--- config.mk ---
export PLATFORM = sky130hd
export DESIGN_NAME = id_stage_pipe
export DESIGN_NICKNAME = d
export VERILOG_FILES = /design/src/rtl/id_stage_pipe.sv
export SDC_FILE = /design/constraint.sdc
export NUM_CORES = 1
export LEC_CHECK = 0
export BUFFER_PORTS_ARGS = -buffer_cell sky130_fd_sc_hd__buf_2
export CAP_MARGIN = 25
export CORE_AREA = 2 2 132 134
export CTS_BUF_LIST = sky130_fd_sc_hd__clkbuf_2
export DETAILED_ROUTE_END_ITERATION = 10
export DIE_AREA = 0 0 134 136
export PLACE_DENSITY_LB_ADDON = 0.05
export RECOVER_POWER = 25
export SYNTH_ARGS = -nofsm -noshare
export SYNTH_HDL_FRONTEND = slang
export SYNTH_SLANG_ARGS = --single-unit
export TNS_END_PERCENT = 5
--- constraint.sdc ---
create_clock -name clk -period 2.6 [get_ports clk]
set_clock_uncertainty 0.1 [all_clocks]
set_input_delay 0.52 -clock clk [delete_from_list [all_inputs] [get_ports clk]]
set_output_delay 0.52 -clock clk [all_outputs]
set_load 0.05 [all_outputs]
--- src/rtl/id_stage_pipe.sv ---
// rtl/id_stage_pipe.sv - registered MIPS32 decode stage with forwarding, load-use stall and ID/EX register
module id_stage_pipe #(
  parameter int DATA_W    = 32,
  parameter bit FWD_EN    = 1'b1,
  parameter int ERR_CNT_W = 8
) (
  input  logic                 clk,
  input  logic                 rst,
  input  logic [31:0]          pc_i,
  input  logic [31:0]          inst_i,
  input  logic [DATA_W-1:0]    reg1_data_i,
  input  logic [DATA_W-1:0]    reg2_data_i,
  input  logic                 ex_wreg_i,
  input  logic [4:0]           ex_wd_i,
  input  logic [DATA_W-1:0]    ex_wdata_i,
  input  logic                 ex_is_load_i,
  input  logic                 mem_wreg_i,
  input  logic [4:0]           mem_wd_i,
  input  logic [DATA_W-1:0]    mem_wdata_i,
  input  logic                 stall_i,
  input  logic                 flush_i,
  output logic                 reg1_read_o,
  output logic                 reg2_read_o,
  output logic [4:0]           reg1_addr_o,
  output logic [4:0]           reg2_addr_o,
  output logic                 stallreq_o,
  output logic [7:0]           aluop_o,
  output logic [2:0]           alusel_o,
  output logic [DATA_W-1:0]    reg1_o,
  output logic [DATA_W-1:0]    reg2_o,
  output logic [4:0]           wd_o,
  output logic                 wreg_o,
  output logic [31:0]          pc_o,
  output logic                 inst_invalid_o,
  output logic [ERR_CNT_W-1:0] err_cnt_o
);

  localparam logic [5:0] OP_SPECIAL = 6'b000000;
  localparam logic [5:0] OP_ANDI    = 6'b001100;
  localparam logic [5:0] OP_ORI     = 6'b001101;
  localparam logic [5:0] OP_XORI    = 6'b001110;
  localparam logic [5:0] OP_LUI     = 6'b001111;

  localparam logic [5:0] FN_SLL  = 6'b000000;
  localparam logic [5:0] FN_SRL  = 6'b000010;
  localparam logic [5:0] FN_SRA  = 6'b000011;
  localparam logic [5:0] FN_SLLV = 6'b000100;
  localparam logic [5:0] FN_SRLV = 6'b000110;
  localparam logic [5:0] FN_SRAV = 6'b000111;
  localparam logic [5:0] FN_AND  = 6'b100100;
  localparam logic [5:0] FN_OR   = 6'b100101;
  localparam logic [5:0] FN_XOR  = 6'b100110;
  localparam logic [5:0] FN_NOR  = 6'b100111;

  localparam logic [7:0] EXE_NOP_OP = 8'b00000000;
  localparam logic [7:0] EXE_AND_OP = 8'b00100100;
  localparam logic [7:0] EXE_OR_OP  = 8'b00100101;
  localparam logic [7:0] EXE_XOR_OP = 8'b00100110;
  localparam logic [7:0] EXE_NOR_OP = 8'b00100111;
  localparam logic [7:0] EXE_SLL_OP = 8'b01111100;
  localparam logic [7:0] EXE_SRL_OP = 8'b00000010;
  localparam logic [7:0] EXE_SRA_OP = 8'b00000011;

  localparam logic [2:0] EXE_RES_NOP   = 3'b000;
  localparam logic [2:0] EXE_RES_LOGIC = 3'b001;
  localparam logic [2:0] EXE_RES_SHIFT = 3'b010;

  logic [5:0]        op;
  logic [5:0]        funct;
  logic [7:0]        dec_aluop;
  logic [2:0]        dec_alusel;
  logic [4:0]        dec_wd;
  logic              dec_wreg;
  logic              dec_valid;
  logic [DATA_W-1:0] imm;
  logic [DATA_W-1:0] op1;
  logic [DATA_W-1:0] op2;

  assign op          = inst_i[31:26];
  assign funct       = inst_i[5:0];
  assign reg1_addr_o = inst_i[25:21];
  assign reg2_addr_o = inst_i[20:16];

  // Operand select: immediate when the port is unused, $0 reads as zero, then EX > MEM > regfile.
  // A load in EX has no result yet, so it never forwards; the stall logic covers that case.
  function automatic logic [DATA_W-1:0] pick_operand(
    input logic              rd_en,
    input logic [4:0]        addr,
    input logic [DATA_W-1:0] rf_data,
    input logic [DATA_W-1:0] imm_v,
    input logic              ex_wreg,
    input logic [4:0]        ex_wd,
    input logic              ex_load,
    input logic [DATA_W-1:0] ex_data,
    input logic              mem_wreg,
    input logic [4:0]        mem_wd,
    input logic [DATA_W-1:0] mem_data
  );
    if (!rd_en)
      return imm_v;
    else if (addr == 5'd0)
      return '0;
    else if (FWD_EN && ex_wreg && (ex_wd == addr) && !ex_load)
      return ex_data;
    else if (FWD_EN && mem_wreg && (mem_wd == addr))
      return mem_data;
    else
      return rf_data;
  endfunction

  // Instruction decode of the logic/shift/LUI subset
  always_comb begin
    dec_aluop   = EXE_NOP_OP;
    dec_alusel  = EXE_RES_NOP;
    dec_wd      = inst_i[15:11];
    dec_wreg    = 1'b0;
    dec_valid   = 1'b0;
    reg1_read_o = 1'b0;
    reg2_read_o = 1'b0;
    imm         = '0;
    if (inst_i == 32'h0) begin
      dec_valid = 1'b1;
    end else begin
      case (op)
        OP_SPECIAL: begin
          case (funct)
            FN_AND, FN_OR, FN_XOR, FN_NOR: begin
              dec_valid   = 1'b1;
              dec_wreg    = 1'b1;
              dec_alusel  = EXE_RES_LOGIC;
              reg1_read_o = 1'b1;
              reg2_read_o = 1'b1;
              case (funct)
                FN_AND:  dec_aluop = EXE_AND_OP;
                FN_OR:   dec_aluop = EXE_OR_OP;
                FN_XOR:  dec_aluop = EXE_XOR_OP;
                default: dec_aluop = EXE_NOR_OP;
              endcase
            end
            FN_SLL, FN_SRL, FN_SRA, FN_SLLV, FN_SRLV, FN_SRAV: begin
              dec_valid   = 1'b1;
              dec_wreg    = 1'b1;
              dec_alusel  = EXE_RES_SHIFT;
              reg2_read_o = 1'b1;
              // Variable shifts take the amount from rs; fixed shifts from the sa field
              reg1_read_o = funct[2];
              imm         = DATA_W'(inst_i[10:6]);
              case (funct[1:0])
                2'b00:   dec_aluop = EXE_SLL_OP;
                2'b10:   dec_aluop = EXE_SRL_OP;
                default: dec_aluop = EXE_SRA_OP;
              endcase
            end
            default: ;
          endcase
        end
        OP_ANDI, OP_ORI, OP_XORI, OP_LUI: begin
          dec_valid   = 1'b1;
          dec_wreg    = 1'b1;
          dec_wd      = inst_i[20:16];
          dec_alusel  = EXE_RES_LOGIC;
          reg1_read_o = 1'b1;
          imm         = DATA_W'(inst_i[15:0]);
          case (op)
            OP_ANDI: dec_aluop = EXE_AND_OP;
            OP_XORI: dec_aluop = EXE_XOR_OP;
            OP_LUI: begin
              dec_aluop = EXE_OR_OP;
              imm       = DATA_W'({inst_i[15:0], 16'h0000});
            end
            default: dec_aluop = EXE_OR_OP;
          endcase
        end
        default: ;
      endcase
    end
  end

  // Operand resolution for both EX inputs
  always_comb begin
    op1 = pick_operand(reg1_read_o, reg1_addr_o, reg1_data_i, imm, ex_wreg_i, ex_wd_i,
                       ex_is_load_i, ex_wdata_i, mem_wreg_i, mem_wd_i, mem_wdata_i);
    op2 = pick_operand(reg2_read_o, reg2_addr_o, reg2_data_i, imm, ex_wreg_i, ex_wd_i,
                       ex_is_load_i, ex_wdata_i, mem_wreg_i, mem_wd_i, mem_wdata_i);
  end

  // Load-use hazard: the loaded value is needed before it exists
  always_comb begin
    stallreq_o = rst && ex_is_load_i && ex_wreg_i && (ex_wd_i != 5'd0) &&
                 ((reg1_read_o && (ex_wd_i == reg1_addr_o)) ||
                  (reg2_read_o && (ex_wd_i == reg2_addr_o)));
  end

  // ID/EX register: flush beats stall, stall beats hazard bubble, otherwise load the decode
  always_ff @(posedge clk or negedge rst) begin
    if (!rst) begin
      aluop_o        <= EXE_NOP_OP;
      alusel_o       <= EXE_RES_NOP;
      reg1_o         <= '0;
      reg2_o         <= '0;
      wd_o           <= 5'd0;
      wreg_o         <= 1'b0;
      pc_o           <= 32'h0;
      inst_invalid_o <= 1'b0;
      err_cnt_o      <= '0;
    end else if (flush_i || (!stall_i && stallreq_o)) begin
      aluop_o        <= EXE_NOP_OP;
      alusel_o       <= EXE_RES_NOP;
      reg1_o         <= '0;
      reg2_o         <= '0;
      wd_o           <= 5'd0;
      wreg_o         <= 1'b0;
      pc_o           <= pc_i;
      inst_invalid_o <= 1'b0;
    end else if (!stall_i) begin
      aluop_o        <= dec_aluop;
      alusel_o       <= dec_alusel;
      reg1_o         <= op1;
      reg2_o         <= op2;
      wd_o           <= dec_wd;
      wreg_o         <= dec_wreg;
      pc_o           <= pc_i;
      inst_invalid_o <= !dec_valid;
      if (!dec_valid && (err_cnt_o != '1))
        err_cnt_o <= err_cnt_o + 1'b1;
    end
  end

endmodule
==> run metrics <==
worst-path cell chain buf_2 -> buf_4 -> nor3_1 -> nand3_2 -> nor4_4 -> nor2b_1 -> buf_6; # clock sinks 117; worst hold slack 100 ps; highest clock rate 396 MHz; Lkg Pwr 5.14 nW; HP Class in2reg; Final #Nets 1337; vias 7426; Final setup viols 0; Syn Inst Count 730; GRT Total Usage 30.3%; DP HPWL 20900 microns; fin crit period 2520 ps; Crit Reg-Reg Startpoint err_cnt_o[0]$_DFFE_PN0P_; WL per Instance 20.6 microns; input/output buffers 341; Via-to-Cell Ratio 5.43; Post-synth EDFFs 0; Synth-to-Final Area Change 41.1%; Reg2Reg Setup Slack between 800 and 900 ps; highest-delay cell along the critical path nor4_4; CP max stage delay 350 ps; CTS Buf Count 17; CTS tree built; DR top layer met5; Setup CP Type in2out; Fin. Hold Viols 0; H-tree depth 4; delay-heaviest family, CP simple AND/OR/NAND/NOR gates; initial antenna violation count 5; Starting Density 42.0%; Worst-Margin Slew 1670 ps; final WL 28200 microns; First DRT Iteration DRCs 449; Worst Path Max Fanout 6; Synth Warn # 0; Congestion Overflow GR 0; Hold Path Origin reg1_data_i[27]; Final Non-Filler Cells 1367; VDD IR max 0.363 mV; Synth Register Bits about 120; CP Buf/Inv Count 3; Routed Antenna Nets 0; Final Wtd Congestion 0.894; vias in the first global route 7141; Core Rows 48; wire length on met2 13600 microns; Worst-Skew Late Latency 700 ps; final worst slack approximately 77 ps; met1 wire length roughly 12000 microns; CP required approximately 2000 ps; fraction of layout cells with a size suffix above 1 47.7%; pre-CTS WS -228 ps; pwr dens 475 nW/um^2; largest net degree at the start of global routing approximately 120; failing checks max-capacitance violations, max-slew violations; run status finished, violations left; clk slew on worst S/H paths 230 ps; chip width 134 microns; Worst setup SP type input pin; met3 WL 2220 microns; # IOs 344; global-route wire length before repair 41400 microns; final core occ roughly 59%; placeable core region approximately 17000 sq um; Placed Cells 1297; worst setup path startpoint inst_i[0]; Final period util approximately 97%; FFs w/ async S/R, synth 100%; max_slew headroom -11.0%; register area 2930 sq um; DRC 0; syn avg cell area 9.72 sq um; Final Slew Violations approximately 190; synth unique cells 58; Longest Clk Path Bufs 2; CTS root buf clkbuf_2; Synth Flop Type dfrtp_1; Design Power 4.76 mW; Netlist Area Pre-Place 7090 sq um; Die Area 18200 sq um; sequential share of the synthesized area approximately two fifths; Crit. End Element output pin; Pre-Repair DR Iteration Count 5; die height 136 microns; RSZ-0062 raised after global routing no; Arrival @ worst endpoint 1900 ps; fill count approximately 1600; Max-Cap Viols 3; area occupied by multi-input gates roughly 3700 sq um
==> sequential cells by signal, indices dropped and copies added, names as in the netlist <==
register        count
pc_o               32
reg2_o             32
err_cnt_o           8
reg1_o             32
wd_o                5
wreg_o              1
aluop_o             4
inst_invalid_o      1
alusel_o            2
==> what timing repair did <==
item,CTS,global route
hold buffers,33,0
buffers inserted,1,2
setup endpoints to repair,1,2
pin swaps,1,2
gates resized for setup,0,7
hold endpoints to repair,149,0
==> metrics by stage <==
stage	area, sq um	TNS, ps
after global placement	9380	-160
after CTS	10000	0
final	10000	0
after floorplan	7100	0
after global routing	10000	0
after detailed placement	9380	-781
==> routing by layer <==
layer	GRT usage (%)	up-vias
li1	-	3479
met2	50.7	353
met1	38.6	3553
met3	7.79	37
met5	0	-
met4	9.28	4
==> placed cells by master (no fill, tap or decap), types with 27 or more instances in the layout <==
cell type	instances
dfrtp_1	117
buf_4	69
mux2_2	33
mux2i_1	32
buf_2	337
a2bb2oi_1	32
dlygate4sd3_1	33
a211oi_1	27
and3_1	32
o21ai_0	98
nand2_1	79
==> worst register-to-register path, cell delays in order (launching register included) <==
cell,delay [ps]
dfrtp_1,480
ha_1,270
nand4_1,80
and3_1,320
nand3_1,150
nor2_1,130
xor2_1,150
==> area by class of cell <==
type                       instances  share of cell area [%]
antenna                            3                  0.0750
tap                              225                    2.81
sequential                       117                    29.3
multi-input combinational        535                    37.3
inverter                           1                  0.0375
clock inverter                    14                    2.01
clock buffer                      17                   0.850
timing repair buffer             455                    27.7
==> Yosys cell counts, drive strengths merged (8+ instances only) <==
cell type	instances	area (sq um)
nand3	9	57.6
nor3	9	45.0
xnor2	10	87.6
nor2	18	67.6
a221oi	10	87.6
clkbuf	48	201
and3	32	200
dfrtp	117	2930
mux2i	32	320
xor2	17	149
mux2	33	372
buf	28	245
o21ai	118	666
or3	8	50.1
a21oi	14	70.1
nand2	79	297
a21o	27	228
a211oi	28	223
a2bb2oi	32	280
==> kinds of logic (layout without fill, tap and decap cells) <==
group,count (synthesis),after routing,share of synthesized area (%)
AOI/OAI and AO/OA,253,253,24.8
xor gates and xnor gates,27,27,3.33
adders and majority gates,1,1,0.176
buffers and inverters,79,487,6.60
DFF,117,117,41.3
muxes,65,65,9.75
other,1,5,0.0529
and+or+nand+nor,187,187,14.0
==> worst paths after layout <==
check                                           end  cells past startpoint
setup / recovery                        reg2_read_o                      7
hold / removal               reg1_o[27]$_DFFE_PN0P_                      4
setup reg to reg           err_cnt_o[7]$_DFFE_PN0P_                      6
hold reg to reg               reg1_o[5]$_DFFE_PN0P_                      2
max in group asynchronous     reg1_o[1]$_DFFE_PN0P_                      3
min in group asynchronous      pc_o[12]$_DFFE_PN0P_                      3
==> report_power, final <==
group	leakage, nW	internal, mW	switching [mW]
combinational	3.43	0.479	0.843
sequential	1.54	1.92	0.0810
clock	0.162	0.642	0.796
total	5.14	3.04	1.72
(Power assumes the default switching activity.)
